<file path="src/rtl/intr_ctrl_if.sv">
// intr_ctrl_if: request/acknowledge handshake between the interrupt controller and the control unit
interface intr_ctrl_if #(
    parameter int ID_W = 2
);
    logic            intrpt_vld;
    logic [ID_W-1:0] irq_id;
    logic            int_taken;
    modport master (output int_taken, input intrpt_vld, irq_id);
    modport slave (input int_taken, output intrpt_vld, irq_id);
endinterface

</file>
<file path="src/rtl/intr_ctrl.sv">
// intr_ctrl: synchronized, fixed-priority interrupt controller; INTR_CTRL_LEVEL_EN selects level-sensitive sources
module intr_ctrl #(
    parameter int NUM_SRC     = 4,
    parameter int ID_W        = 2,
    parameter int SYNC_STAGES = 2
) (
    input  logic               clk,
    input  logic               rst_n,
    input  logic [NUM_SRC-1:0] irq_in_i,
    input  logic [NUM_SRC-1:0] irq_mask_i,
    input  logic               mie_i,
    output logic [NUM_SRC-1:0] pend_o,
    output logic               spurious_ack_o,
    intr_ctrl_if.slave         cu
);
    localparam logic [1:0] IDLE = 2'd0, REQ = 2'd1, HOLD = 2'd2;
    logic [1:0]         state_q, state_d;
    logic               vld_q, vld_d, spur_q, spur_d, any;
    logic [ID_W-1:0]    id_q, id_d, win;
    logic [NUM_SRC-1:0] sync_q [SYNC_STAGES];
    logic [NUM_SRC-1:0] irq_s, pend, elig;
    assign irq_s = sync_q[SYNC_STAGES-1];
    // per-source flop chain bringing the asynchronous lines into the clock domain
    always_ff @(posedge clk or negedge rst_n) begin
        if (!rst_n) begin
            for (int k = 0; k < SYNC_STAGES; k++) sync_q[k] <= '0;
        end else begin
            sync_q[0] <= irq_in_i;
            for (int k = 1; k < SYNC_STAGES; k++) sync_q[k] <= sync_q[k-1];
        end
    end
`ifdef INTR_CTRL_LEVEL_EN
    assign pend = irq_s;
`else
    logic [NUM_SRC-1:0] prev_q, pend_q, rise, clr;
    logic [SYNC_STAGES:0] fill_q;
    // edges are ignored until the synchronizer and history hold real samples, so a line already high at reset release is not mistaken for a new edge
    assign rise = fill_q[SYNC_STAGES] ? irq_s & ~prev_q : '0;
    assign clr  = (state_q == REQ && cu.int_taken) ? NUM_SRC'(1) << id_q : '0;
    // edge history and pending latch; a new edge beats a same-cycle acknowledge
    always_ff @(posedge clk or negedge rst_n) begin
        if (!rst_n) begin
            prev_q <= '0;
            pend_q <= '0;
            fill_q <= '0;
        end else begin
            prev_q <= irq_s;
            pend_q <= (pend_q & ~clr) | rise;
            fill_q <= {fill_q[SYNC_STAGES-1:0], 1'b1};
        end
    end
    assign pend = pend_q;
`endif
    assign elig = pend & irq_mask_i & {NUM_SRC{mie_i}};
    assign any  = |elig;
    // lowest eligible index wins
    always_comb begin
        win = '0;
        for (int i = NUM_SRC - 1; i >= 0; i--) if (elig[i]) win = ID_W'(i);
    end
    // request handshake: IDLE -> REQ until taken or withdrawn, then one HOLD cycle so the CU never sees a stale request
    always_comb begin
        state_d = state_q;
        vld_d   = vld_q;
        id_d    = id_q;
        spur_d  = spur_q | (cu.int_taken && state_q != REQ);
        case (state_q)
            IDLE: if (any) begin
                state_d = REQ;
                vld_d   = 1'b1;
                id_d    = win;
            end
            REQ: if (cu.int_taken) begin
                state_d = HOLD;
                vld_d   = 1'b0;
            end else if (!mie_i || !irq_mask_i[id_q]) begin
                state_d = IDLE;
                vld_d   = 1'b0;
            end
            default: begin
                state_d = IDLE;
                vld_d   = 1'b0;
            end
        endcase
    end
    // handshake state and registered outputs
    always_ff @(posedge clk or negedge rst_n) begin
        if (!rst_n) begin
            state_q <= IDLE;
            vld_q   <= 1'b0;
            id_q    <= '0;
            spur_q  <= 1'b0;
        end else begin
            state_q <= state_d;
            vld_q   <= vld_d;
            id_q    <= id_d;
            spur_q  <= spur_d;
        end
    end
    assign cu.intrpt_vld  = vld_q;
    assign cu.irq_id      = id_q;
    assign pend_o         = pend;
    assign spurious_ack_o = spur_q;
endmodule

</file>
<file path="src/flat_wrapper.sv">
// flat-port wrapper written by rule: the top's interface ports become plain ports
module intr_ctrl_flat 
#(
    parameter int NUM_SRC     = 4,
    parameter int ID_W        = 2,
    parameter int SYNC_STAGES = 2
)
  (clk, rst_n, irq_in_i, irq_mask_i, mie_i, pend_o, spurious_ack_o, cu_int_taken, cu_intrpt_vld, cu_irq_id);
  intr_ctrl_if #(.ID_W(ID_W)) cu_i ();
  input  logic clk;
  input  logic rst_n;
  input  logic [NUM_SRC-1:0] irq_in_i;
  input  logic [NUM_SRC-1:0] irq_mask_i;
  input  logic mie_i;
  output logic [NUM_SRC-1:0] pend_o;
  output logic spurious_ack_o;
  input wire logic [$bits(cu_i.int_taken)-1:0] cu_int_taken;
  output wire logic [$bits(cu_i.intrpt_vld)-1:0] cu_intrpt_vld;
  output wire logic [$bits(cu_i.irq_id)-1:0] cu_irq_id;
  assign cu_i.int_taken = cu_int_taken;
  assign cu_intrpt_vld = cu_i.intrpt_vld;
  assign cu_irq_id = cu_i.irq_id;
  intr_ctrl #(.NUM_SRC(NUM_SRC), .ID_W(ID_W), .SYNC_STAGES(SYNC_STAGES)) u_core (.clk(clk), .rst_n(rst_n), .irq_in_i(irq_in_i), .irq_mask_i(irq_mask_i), .mie_i(mie_i), .pend_o(pend_o), .spurious_ack_o(spurious_ack_o), .cu(cu_i));
endmodule
</file>
<file path="config.mk">
export PLATFORM = sky130hd
export DESIGN_NAME = intr_ctrl_flat
export DESIGN_NICKNAME = d
export VERILOG_FILES = /design/src/rtl/intr_ctrl_if.sv /design/src/rtl/intr_ctrl.sv /design/src/flat_wrapper.sv
export SDC_FILE = /design/constraint.sdc
export NUM_CORES = 1
export LEC_CHECK = 0
export ABC_AREA = 0
export CAP_MARGIN = 25
export CORE_MARGIN = 5
export CORE_UTILIZATION = 50
export DETAILED_ROUTE_END_ITERATION = 10
export PLACE_DENSITY = 0.8
export SETUP_SLACK_MARGIN = 0.05
export SLEW_MARGIN = 20
export SYNTH_ARGS = -nofsm -noshare
export SYNTH_HDL_FRONTEND = slang
export SYNTH_SLANG_ARGS = --single-unit
</file>
<file path="constraint.sdc">
create_clock -name clk -period 2.65 [get_ports clk]
set_clock_uncertainty 0.05 [all_clocks]
set_input_delay 0.53 -clock clk [delete_from_list [all_inputs] [get_ports clk]]
set_output_delay 0.53 -clock clk [all_outputs]
set_load 0.01 [all_outputs]
</file>
After elaboration in Yosys (flattened, before gate mapping)
Index checks and enable logic that the tools add are counted.
- bits of input ports: 12
- register bits after elaboration: 25
- logic and storage cells: 48
- bitwise operators: 8
- $lt $le $gt $ge: 1
- shift-type cells: 1
- eq/ne operators: 4
- mux-type cells: 16
- reductions and logical operators: 9
- operators with widths (operator ; number):
    $and A4 B4 Y4 ; 4
    $mux W2 ; 7
    $mux W4 ; 2
    $not A4 Y4 ; 2
    $mux W1 ; 4
    $ne A2 B1 Y1 const B ; 2
    $or A4 B4 Y4 ; 1
    $pmux W2 S2 ; 1
    $reduce_and A2 Y1 ; 2
    $reduce_or A4 Y1 ; 1
    $shl A1 B2 Y4 const A ; 1
    $lt A2 B3 Y1 const B ; 1
    $ne A3 B3 Y1 const B ; 1
    $bmux W1 S2 ; 1
    $eq A2 B1 Y1 const B ; 1
    $logic_and A1 B1 Y1 ; 2
    $logic_not A1 Y1 ; 2
    $logic_not A2 Y1 ; 1
    $pmux W1 S2 ; 1
    $logic_or A1 B1 Y1 ; 1
    $or A1 B1 Y1 ; 1

Longest topological paths before layout
Gate-level depths: netlist of the first run.
- depth after elaboration: 7
- depth in mapped cells: 5
- mapped depth without buffers: 4

Worst setup path before layout of the first run
OpenSTA, ideal clock, no wires.
- path type: in2reg
- start point: in cu_int_taken
- end point: reg u_core.pend_q[0], in the netlist u_core.pend_o[0]
- path buffers: 1
- library setup time: 0.122 ns
- stages on the path: 4
- data required time: 2.478 ns
- setup slack: 1.175 ns
- arrival: 1.303 ns
- cells stage by stage: and3b_1 -> buf_4 -> or3b_1 -> a32o_1
- longest elaborated chain between the ends: 5
- ends and longest elaborated chain (what ; line ; RTL):
    start, declared ; flat_wrapper.sv:17 ; input wire logic [$bits(cu_i.int_taken)-1:0] cu_int_taken;
    $logic_and A1 B1 Y1 ; intr_ctrl.sv:39 ; assign clr = (state_q == REQ && cu.int_taken) ? NUM_SRC'(1) << id_q : '0;
    $mux W4 ; intr_ctrl.sv:39 ;
    $not A4 Y4 ; intr_ctrl.sv:48 ; pend_q <= (pend_q & ~clr) | rise;
    $and A4 B4 Y4 ; intr_ctrl.sv:48 ;
    $or A4 B4 Y4 ; intr_ctrl.sv:48 ;
    end signal, assigned ; intr_ctrl.sv:48 ;
    end, declared ; intr_ctrl.sv:35 ; logic [NUM_SRC-1:0] prev_q, pend_q, rise, clr;
Every way passes these cells.
A chain may end at the register's enable or synchronous reset.

Worst setup path in the final report of the first run
- start point: reg u_core.id_q[0], in the netlist u_core.cu.irq_id[0]
- end point: out cu_irq_id[0]
- RTL lines (what ; line ; RTL):
    start, declared ; intr_ctrl.sv:19 ; logic [ID_W-1:0] id_q, id_d, win;
    start signal, assigned ; intr_ctrl.sv:96 ; id_q <= id_d;
    end, declared ; flat_wrapper.sv:19 ; output wire logic [$bits(cu_i.irq_id)-1:0] cu_irq_id;
No word-level cell between the ends.

==> results.toml, run 1 <==
[outcome]
run_status = "complete, no violations"

[worst_hold_path]
min_path_type = "flip-flop to flip-flop"
hold_depth = 0
hold_path_end = "u_core.irq_s[3]$_DFF_PN0_"
min-delay-start = "u_core.sync_q[7]$_DFF_PN0_"

[setup_path]
cp_top_family = "buffers and inverters"
critPathLaunchType = "flip-flop"
max_stage_delay_ns = 0.58
r2r_slack_ns = 1.23
endpoint_kind = "primary output"
cp_max_fo = 7
r2r_cells = 4
critPathKind = "flip-flop to primary output"
path_buf_inv = 1
path_cells = "clkdlybuf4s50_1"
r2r-start = "u_core.cu.intrpt_vld$_DFFE_PN0P_"
cp.arrival_ns = 1.38
required_ns = 2.07
worst_path_max_delay_cell = "clkdlybuf4s50_1"
r2r-end = "u_core.cu.irq_id[0]$_DFFE_PN0P_"

[cts]
postCtsSetupBuffers = 0
cts_buffers = 3
cts_resized = 0
cts_hold_buf = 0
insertion_delay_ns = 0.31
cts-root-buf = "clkbuf_4"
cts_tree = "done"
cts_sinks = 24
ctsLongestPathBuffers = 2
clkSlewWorstSetupHoldPaths_ns = 0.13
htree_levels = 1

[logic_synthesis]
synth_warnings = 0
ys_seq_area_frac = 0.7240
synthArstFlopShare = 1.000
netlist_top_cells_area = "dfrtp_1, a32o_1, nand2_1"
syn_area_um2 = 829.5
synth_edf_count = 0
avgSynthCellArea_um2 = 14.06
synth_top_area_share = 0.7240
yosysTopAreaCell = "dfrtp_1"
syn_nets = 71
synthFlopType = "dfrtp_1"
synth_cell_type_count = 21
synth_seq_cells = 24
synth_cells = 59

[detailed_routing]
ant_nets = 0
first_pass_iters = 4
drt_iter0_drc = 8
vias_per_cell = 5.704
route.vias.total = 559
routedWlPerCell_um = 14.59
wl_um = 1430
drcViolationCount = 0

[timing]
post-route-period-util = 0.7388
setup_viol = 0
hold_viol = 0
slew_viol_final = 0
rsz0062_at_grt = "false"
setup_tns_ns = 0
min_period_ns = 1.958
fmax_mhz = 510.7
layout_setup_ws_ns = 0.6921

[die]
num_io_pins = 20
die_h_um = 50.73
dieArea_um2 = 2574
core_region_area_um2 = 1541
rows = 14
die_w_um = 50.73
initial_utilization = 0.5381

[placed_design]
io_buffers = 19
place_ws_ns = 0.6245
routabilityCongestion = 0.8299
hpwl_um = 1105

[global_routing]
grt_pass1_wl_um = 2663
gr-total-overflow = 0
antenna_found_initial = 0
grt_pass1_vias = 567
grt_max_degree = 25
track_usage = 0.1310

[power]
swShare = 0.2625
p_int_mw = 0.7316
powerDensity_nw_per_um2 = 908.1
leakagePower_nw = 0.4867
pwr-share-seq = 0.491
clkPwrFrac = 0.256
switching_power_mw = 0.2604
peakVddDrop_uv = 541.3
combinationalPowerShare = 0.253

[job]
maxCapViolCount = 0

[final_layout]
syn2layout_area_growth_pct = 31.67
num_antenna_cells = 0
nets = 95
n_fill_cell = 107
drive_above_1_share = 0.07317
==> flip-flops by register name, indices dropped and copies added, names as in the netlist <==
register	count
u_core.state_q	1
u_core.fill_q	3
u_core.pend_o	4
u_core.cu.irq_id	2
u_core.prev_q	4
u_core.sync_q	4
u_core.spurious_ack_o	1
u_core.irq_s	4
u_core.cu.intrpt_vld	1
==> synth_stat cells (2+ instances only) <==
cell type	count
inv_1	3
dfrtp_1	24
a32o_1	3
nand2_1	8
a21o_1	2
nand3_1	2
a31oi_1	2
o21ai_1	2
==> power groups by stage <==
stage               clock network [mW]  logic (mW)  registers, mW
finish                           0.254       0.251          0.487
global route                     0.276       0.275          0.502
CTS                              0.261       0.256          0.488
detailed placement                   0       0.255          0.496
global placement                     0       0.248          0.492
floorplan                            0       0.103          0.501
==> logic make-up (layout without fill, tap and decap cells) <==
| kind of cell | Yosys count | in the layout | share of synthesized area |
|---|---|---|---|
| AOI/OAI and AO/OA | 12 | 12 | 0.1086 |
| buffers and inverters | 4 | 27 | 0.02263 |
| DFF | 24 | 24 | 0.7240 |
| muxes | 2 | 2 | 0.04072 |
| other | 1 | 1 | 0.004521 |
| and+or+nand+nor | 16 | 16 | 0.09956 |
==> how the worst max path moves through the flow <==
| stage | startpoint | endpoint | slack [ns] | cells after the start |
|---|---|---|---|---|
| floorplan | cu_int_taken | u_core.pend_o[0]$_DFF_PN0_ | 1.17 | 4 |
| global placement | cu_int_taken | u_core.pend_o[0]$_DFF_PN0_ | 0.66 | 4 |
| finish | u_core.cu.irq_id[0]$_DFFE_PN0P_ | cu_irq_id[0] | 0.69 | 1 |
| global route | u_core.cu.irq_id[0]$_DFFE_PN0P_ | cu_irq_id[0] | 0.60 | 1 |
| detailed placement | cu_int_taken | u_core.pend_o[0]$_DFF_PN0_ | 0.62 | 4 |
| CTS | u_core.cu.irq_id[0]$_DFFE_PN0P_ | cu_irq_id[0] | 0.67 | 1 |
==> final cells by class <==
type / instances / area (µm²) / area share
Clock buffer: 3 / 22.52 / 0.02062
Clock inverter: 1 / 30.03 / 0.02749
Inverter: 3 / 11.26 / 0.01031
Multi-Input combinational cell: 31 / 210.2 / 0.1924
Sequential cell: 24 / 600.6 / 0.5498
Tap cell: 16 / 20.02 / 0.01833
Timing Repair Buffer: 20 / 197.7 / 0.1810
==> cell usage in the layout, fill, tap and decap left out, types with 2 or more instances in the layout <==
cell type        synthesis  layout
a21o_1                   2       2
o21ai_1                  2       2
inv_1                    3       3
clkbuf_4                 0       3
clkdlybuf4s50_1          0      19
a32o_1                   3       3
nand3_1                  2       2
a31oi_1                  2       2
dfrtp_1                 24      24
nand2_1                  8       8
==> metal layers <==
layer	share of wire	vias up	track usage
met5	0	-	0
met4	0.013	0	0.05957
met3	0.13	4	0.04142
met2	0.48	30	0.1880
met1	0.38	275	0.1804
li1	-	250	-
==> per-stage QoR <==
stage,instances,instance area (µm²),utilization,total power [mW],hold WS [ns]
final,98,1092,0.7086,0.9920,0.3116
after global routing,98,1092,0.7086,1.053,0.3165
after CTS,98,1092,0.7086,1.005,0.3140
after detailed placement,94,1040,0.6745,0.7505,0.2847
after global placement,94,1040,0.6745,0.7404,0.2821
after floorplan,59,829.5,-,0.6043,0.1844
No activity file was read; power rests on OpenSTA's default activity.
==> inputs of run 2 (changes only) <==
--- a/config.mk
+++ b/config.mk
@@ -8,9 +8,9 @@
 export ABC_AREA = 0
 export CAP_MARGIN = 25
 export CORE_MARGIN = 5
-export CORE_UTILIZATION = 50
+export CORE_UTILIZATION = 46
 export DETAILED_ROUTE_END_ITERATION = 10
-export PLACE_DENSITY = 0.8
+export PLACE_DENSITY = 0.75
 export SETUP_SLACK_MARGIN = 0.05
 export SLEW_MARGIN = 20
 export SYNTH_ARGS = -nofsm -noshare
==> constraint.sdc (replaced) <==
create_clock -name clk -period 1.9 [get_ports clk]
set_clock_uncertainty 0.05 [all_clocks]
set_input_delay 0.38 -clock clk [delete_from_list [all_inputs] [get_ports clk]]
set_output_delay 0.38 -clock clk [all_outputs]
set_load 0.01 [all_outputs]
==> run 2 against run 1 <==
Clock power down 2%. Register-to-register slack got worse by 0.76 ns. Wire length shrank 5.8%. Critical path depth unchanged. Largest power group unchanged.
==> results.toml, run 2 (synthesized netlist as in run 1, its figures left out) <==
[final_layout]
num_antenna_cells = 0
n_fill_cell = 134
instances_no_fill = 108
mostFrequentLayoutCell = "dfrtp_1"
syn2layout_area_growth_pct = 32.13
multi_input_area_um2 = 210.2
layout_common_cells = "dfrtp_1, clkdlybuf4s50_1, nand2_1"
seq_area_um2 = 601.8
drive_above_1_share = 0.09639
fin_util = 0.6348
nets = 96
fin_area_um2 = 1096

[setup_path]
max_stage_delay_ns = 0.58
required_ns = 1.47
r2r_cells = 4
crit_start = "u_core.cu.irq_id[0]$_DFFE_PN0P_"
worst_path_max_delay_cell = "clkdlybuf4s50_1"
cp.depth = 1
critPathKind = "flip-flop to primary output"
cp_top_family = "buffers and inverters"
r2r_slack_ns = 0.47
timing.critical_path.to = "cu_irq_id[0]"
cp_max_fo = 7
r2r-end = "u_core.cu.irq_id[0]$_DFFE_PN0P_"
path_cells = "clkdlybuf4s50_1"
endpoint_kind = "primary output"
critPathLaunchType = "flip-flop"
cp.arrival_ns = 1.33
path_buf_inv = 1
r2r-start = "u_core.cu.intrpt_vld$_DFFE_PN0P_"

[timing]
fmax_mhz = 567.1
min_period_ns = 1.763
layout_setup_ws_ns = 0.1367
hold_viol = 0
setup_viol = 0
slew_viol_final = 0
hold_ws_ns = 0.3095
post-route-period-util = 0.9281
setup_tns_ns = 0
rsz0062_at_grt = "false"

[detailed_routing]
first_pass_iters = 4
route.vias.total = 531
drt_iter0_drc = 5
wl_um = 1347
vias_per_cell = 4.917
ant_nets = 0
drcViolationCount = 0
routedWlPerCell_um = 12.47

[placed_design]
dp.cells = 104
place_ws_ns = 0.09247
hpwl_um = 1044
dpl-instance-area_um2 = 1059
routabilityCongestion = 0.8549
io_buffers = 19

[global_routing]
grt_max_degree = 25
grt_pass1_wl_um = 2318
gr-total-overflow = 0
grt_pass1_vias = 562
antenna_found_initial = 0
track_usage = 0.1117

[cts]
cts_buffers = 3
ctsLongestPathBuffers = 2
cts_sinks = 24
clkSlewWorstSetupHoldPaths_ns = 0.12
postCtsSetupBuffers = 0
insertion_delay_ns = 0.29
cts_tree = "done"
cts-root-buf = "clkbuf_4"
htree_levels = 1
cts_hold_buf = 0

[power]
leakagePower_nw = 0.4840
peakVddDrop_uv = 585.4
switching_power_mw = 0.3479
powerDensity_nw_per_um2 = 1167
p_total_mw = 1.279
clkPwrFrac = 0.194
p_int_mw = 0.9309
swShare = 0.2721
pwr-share-seq = 0.529
combinationalPowerShare = 0.278

[die]
dieArea_um2 = 2753
core_region_area_um2 = 1727
num_io_pins = 20
die_w_um = 52.47
die_h_um = 52.47
initial_utilization = 0.4804
rows = 15

[job]
maxCapViolCount = 0

[outcome]
run_status = "complete, no violations"

[worst_hold_path]
min_path_type = "flip-flop to flip-flop"
==> run 2: changes by cell type in the layout (fill, tap and decap cells not counted), sizes merged <==
cell    before  now
bufinv       1    0
clkbuf       3    4
buf          1    2
==> run 2: power by group through the flow <==
| stage | clock network [mW] | registers [mW] | logic [mW] |
|---|---|---|---|
| floorplan | 0 | 0.699 | 0.144 |
| finish | 0.248 | 0.676 | 0.355 |
| global placement | 0 | 0.688 | 0.351 |
| global route | 0.278 | 0.696 | 0.385 |
| detailed placement | 0 | 0.690 | 0.360 |
| CTS | 0.261 | 0.679 | 0.361 |
==> run 2: timing repair <==
| item | 4_1_cts | 5_1_grt |
|---|---|---|
| hold endpoints to repair | 0 | 0 |
| endpoints found under the setup margin | 0 | 1 |
| gates resized for setup | 0 | 1 |
==> run 2: worst min-delay path by stage <==
| stage | start | cells past startpoint | end | slack (ns) |
|---|---|---|---|---|
| after floorplan | rst_n | 0 | u_core.cu.intrpt_vld$_DFFE_PN0P_ | 0.03 |
| after global placement | u_core.sync_q[6]$_DFF_PN0_ | 0 | u_core.irq_s[2]$_DFF_PN0_ | 0.28 |
| after detailed placement | u_core.sync_q[4]$_DFF_PN0_ | 0 | u_core.irq_s[0]$_DFF_PN0_ | 0.29 |
| after CTS | u_core.fill_q[1]$_DFF_PN0_ | 0 | u_core.fill_q[2]$_DFF_PN0_ | 0.31 |
| after global routing | u_core.fill_q[1]$_DFF_PN0_ | 0 | u_core.fill_q[2]$_DFF_PN0_ | 0.32 |
| final | u_core.sync_q[4]$_DFF_PN0_ | 0 | u_core.irq_s[0]$_DFF_PN0_ | 0.31 |
==> run 2: routing by layer <==
layer | global-route usage | wire length (µm) | part of all wire | up-vias
met1 | 0.1511 | 623 | 0.46 | 254
li1 | - | - | - | 251
met2 | 0.1715 | 593 | 0.44 | 24
met5 | 0 | 0 | 0 | -
met3 | 0.02279 | 125 | 0.093 | 2
met4 | 0.05106 | 5 | 0.0037 | 0
==> run 2: area by class of cell <==
type | count | share of cell area
flip-flops and latches | 24 | 0.5491
inverters | 3 | 0.01027
well taps | 25 | 0.02854
clock buffers | 4 | 0.03311
multi-input cells | 31 | 0.1918
repair buffers | 21 | 0.1872
==> inputs of run 3 (changes only) <==
--- a/config.mk
+++ b/config.mk
@@ -10,6 +10,7 @@
 export CORE_MARGIN = 5
 export CORE_UTILIZATION = 46
 export DETAILED_ROUTE_END_ITERATION = 10
+export HOLD_SLACK_MARGIN = 0.08
 export PLACE_DENSITY = 0.75
 export SETUP_SLACK_MARGIN = 0.05
 export SLEW_MARGIN = 20
==> results of run 3 <==
Final layout, timing and power as in run 2 (identical DEF).
==> edit (settings of run 2) <==
Register the inputs `irq_in_i` and `irq_mask_i` before use, cleared by the reset. The logic sees them one clock later. The other inputs are not delayed to match.
--- a/src/rtl/intr_ctrl.sv
+++ b/src/rtl/intr_ctrl.sv
@@ -14,6 +14,20 @@
     intr_ctrl_if.slave         cu
 );
     localparam logic [1:0] IDLE = 2'd0, REQ = 2'd1, HOLD = 2'd2;
+
+    logic [NUM_SRC-1:0] irq_in_q;
+    logic [NUM_SRC-1:0] irq_mask_q;
+
+    always_ff @(posedge clk or negedge rst_n) begin
+        if (!rst_n) begin
+            irq_in_q   <= '0;
+            irq_mask_q <= '0;
+        end else begin
+            irq_in_q   <= irq_in_i;
+            irq_mask_q <= irq_mask_i;
+        end
+    end
+
     logic [1:0]         state_q, state_d;
     logic               vld_q, vld_d, spur_q, spur_d, any;
     logic [ID_W-1:0]    id_q, id_d, win;
@@ -25,7 +39,7 @@
         if (!rst_n) begin
             for (int k = 0; k < SYNC_STAGES; k++) sync_q[k] <= '0;
         end else begin
-            sync_q[0] <= irq_in_i;
+            sync_q[0] <= irq_in_q;
             for (int k = 1; k < SYNC_STAGES; k++) sync_q[k] <= sync_q[k-1];
         end
     end
@@ -51,7 +65,7 @@
     end
     assign pend = pend_q;
 `endif
-    assign elig = pend & irq_mask_i & {NUM_SRC{mie_i}};
+    assign elig = pend & irq_mask_q & {NUM_SRC{mie_i}};
     assign any  = |elig;
     // lowest eligible index wins
     always_comb begin
@@ -73,7 +87,7 @@
             REQ: if (cu.int_taken) begin
                 state_d = HOLD;
                 vld_d   = 1'b0;
-            end else if (!mie_i || !irq_mask_i[id_q]) begin
+            end else if (!mie_i || !irq_mask_q[id_q]) begin
                 state_d = IDLE;
                 vld_d   = 1'b0;
             end
Function: changed (Yosys sat finds a counterexample within 10 cycles, from zero or initial values and one cycle with rst_n low).
==> edit against run 2 <==
Sequential power up 29%; core utilization down 2.3 points; total power up 26%; area after synthesis up 24%; via count up 18%; wire length up 26%; sequential cell count up 8; final area up 21%; global-route usage up 1.8 points; register-to-register slack better by 0.05 ns; worst setup slack better by 0.0046 ns; critical path depth unchanged.
==> edit: results (changes against run 2) <==
| Metric | Value |
|---|---|
| Max IR drop VDD | 0.0008022 V (+37%) |
| RD Place Congestion | 0.7745 (-9.4%) |
| Worst min-delay path category | reg2reg |
| Met3 wire len | 134 µm (+7.2%) |
| Seq/Total Area, Yosys | 77.76% (+5.4 points) |
| Signal inverters | 3 (unchanged) |
| Async set-reset flop share out of synthesis | 100.0% (unchanged) |
| Pleak | 0.5928 nW (+22%) |
| Hold Slack | 0.3052 ns (-0.004377 ns) |
| Total GRT Usage | 12.96% (+1.8 points) |
| TritonRoute pass-1 iters | 3 (-1) |
| Setup WS pre-CTS | 0.1052 ns (+0.01275 ns) |
| Gate Count Post-Synth | 67 (+14%) |
| Met2 Wirelength | 816 µm (+38%) |
| Number of port buffers | 19 (unchanged) |
| Reg-to-Reg Start | u_core.state_q[0] |
| Synth area leaders | dfrtp_1, a32o_1, nand2_1 |
| CP startpoint | u_core.cu.irq_id[1] |
| Non-clock buffer share of cell area | 15.47% (-3.2 points) |
| GR Util met1 | 13.86% (-1.3 points) |
| Vias in the first global route | 706 (+26%) |
| Met1 WL | 669 µm (+7.4%) |
| Layout cells sized above 1 | 13.68% (+4.0 points) |
| Critical path capture point | cu_irq_id[1] |
| Area after DPL | 1262 µm² (+19%) |
| Clk cell area share | 4.623% (+1.3 points) |
| Post-Synth XOR/XNOR Area | 0% (unchanged) |
| Reg area | 803.3 µm² (+33%) |
| Syn_nets | 79 (+11%) |
| Worst-path maximum fanout | 7 (unchanged) |
| Post-DP HPWL | 1.218 mm (+17%) |
| CP max stage delay | 0.56 ns (-0.02 ns) |
| R2R Setup Slk | 0.52 ns (+0.05 ns) |
| Post-synthesis mux area share | 3.281% (-0.79 points) |
| Yosys reg bits | 32 (+33%) |
| Commonest cells post-synth | dfrtp_1, nand2_1, a32o_1, inv_1 |
| Vias | 626 (+18%) |
| Fraction of area in multi-input gates | 15.85% (-3.3 points) |
| Area added between synthesis and finish | 28.80% |
| CLK BUF | 6 (+2) |
| #MultiIn Comb | 31 (unchanged) |
| Final wirelength | 1.691 mm (+26%) |
| Met2 GRT Util | 20.39% (+3.2 points) |
| CTS buffer count | 5 (+2) |
| Cell count after placement | 115 (+11%) |
| Compound-Gate Fraction of Synth Area | 8.748% (-2.1 points) |
| Core area | 2170 µm² (+26%) |
| Clock latency on the worst-skew pair | 0.32 ns (+0.03 ns) |
| Reg clk slew, reported paths | 0.09 ns (-0.03 ns) |
| H-tree depth | 2 (+1) |
| Fillers | 186 (+39%) |
| First-pass GRT wire length | 3.063 mm (+32%) |
| Root Driver | clkbuf_4 |
| Vias per cell | 5.089 (+3.5%) |
| Total Nets Final | 106 (+10%) |
| Met3 usage | 5.204% (+2.9 points) |
| Fraction of the cycle the final worst path needs | 92.57% (-0.24 points) |
| Largest net degree at the start of global routing | 33 (+32%) |
| Number of DRC markers in iteration 0 | 4 (-1) |
| Outcome | finished clean |
==> edit: worst min-delay path by stage <==
stage | to | startpoint | depth (start not counted)
after floorplan | u_core.cu.irq_id[0] | rst_n | 0
after global placement | u_core.fill_q[2] | u_core.fill_q[1] | 0
after detailed placement | u_core.irq_s[0] | u_core.sync_q[4] | 0
after CTS | u_core.irq_s[0] | u_core.sync_q[4] | 0
after global routing | u_core.irq_s[0] | u_core.sync_q[4] | 0
final | u_core.irq_s[3] | u_core.sync_q[7] | 0
==> edit: what timing repair did <==
action,4_1_cts,5_1_grt
resized for setup,2,0
hold buffers,0,0
setup endpoints to repair,2,0
hold endpoints to repair,0,0
==> edit: cells by family (layout without fill, tap and decap cells) <==
kind of cell	after synthesis	after routing
flops	32	32
simple gates	16	16
compound gates	12	12
buf+inv	4	32
mux	2	2
other cells	1	1
==> edit: where the power goes <==
part	switching (mW)	leakage, nW	internal [mW]
Combinational	0.132	0.190	0.218
Sequential	0.0972	0.365	0.773
Clock	0.214	0.0380	0.176
Total	0.443	0.593	1.17
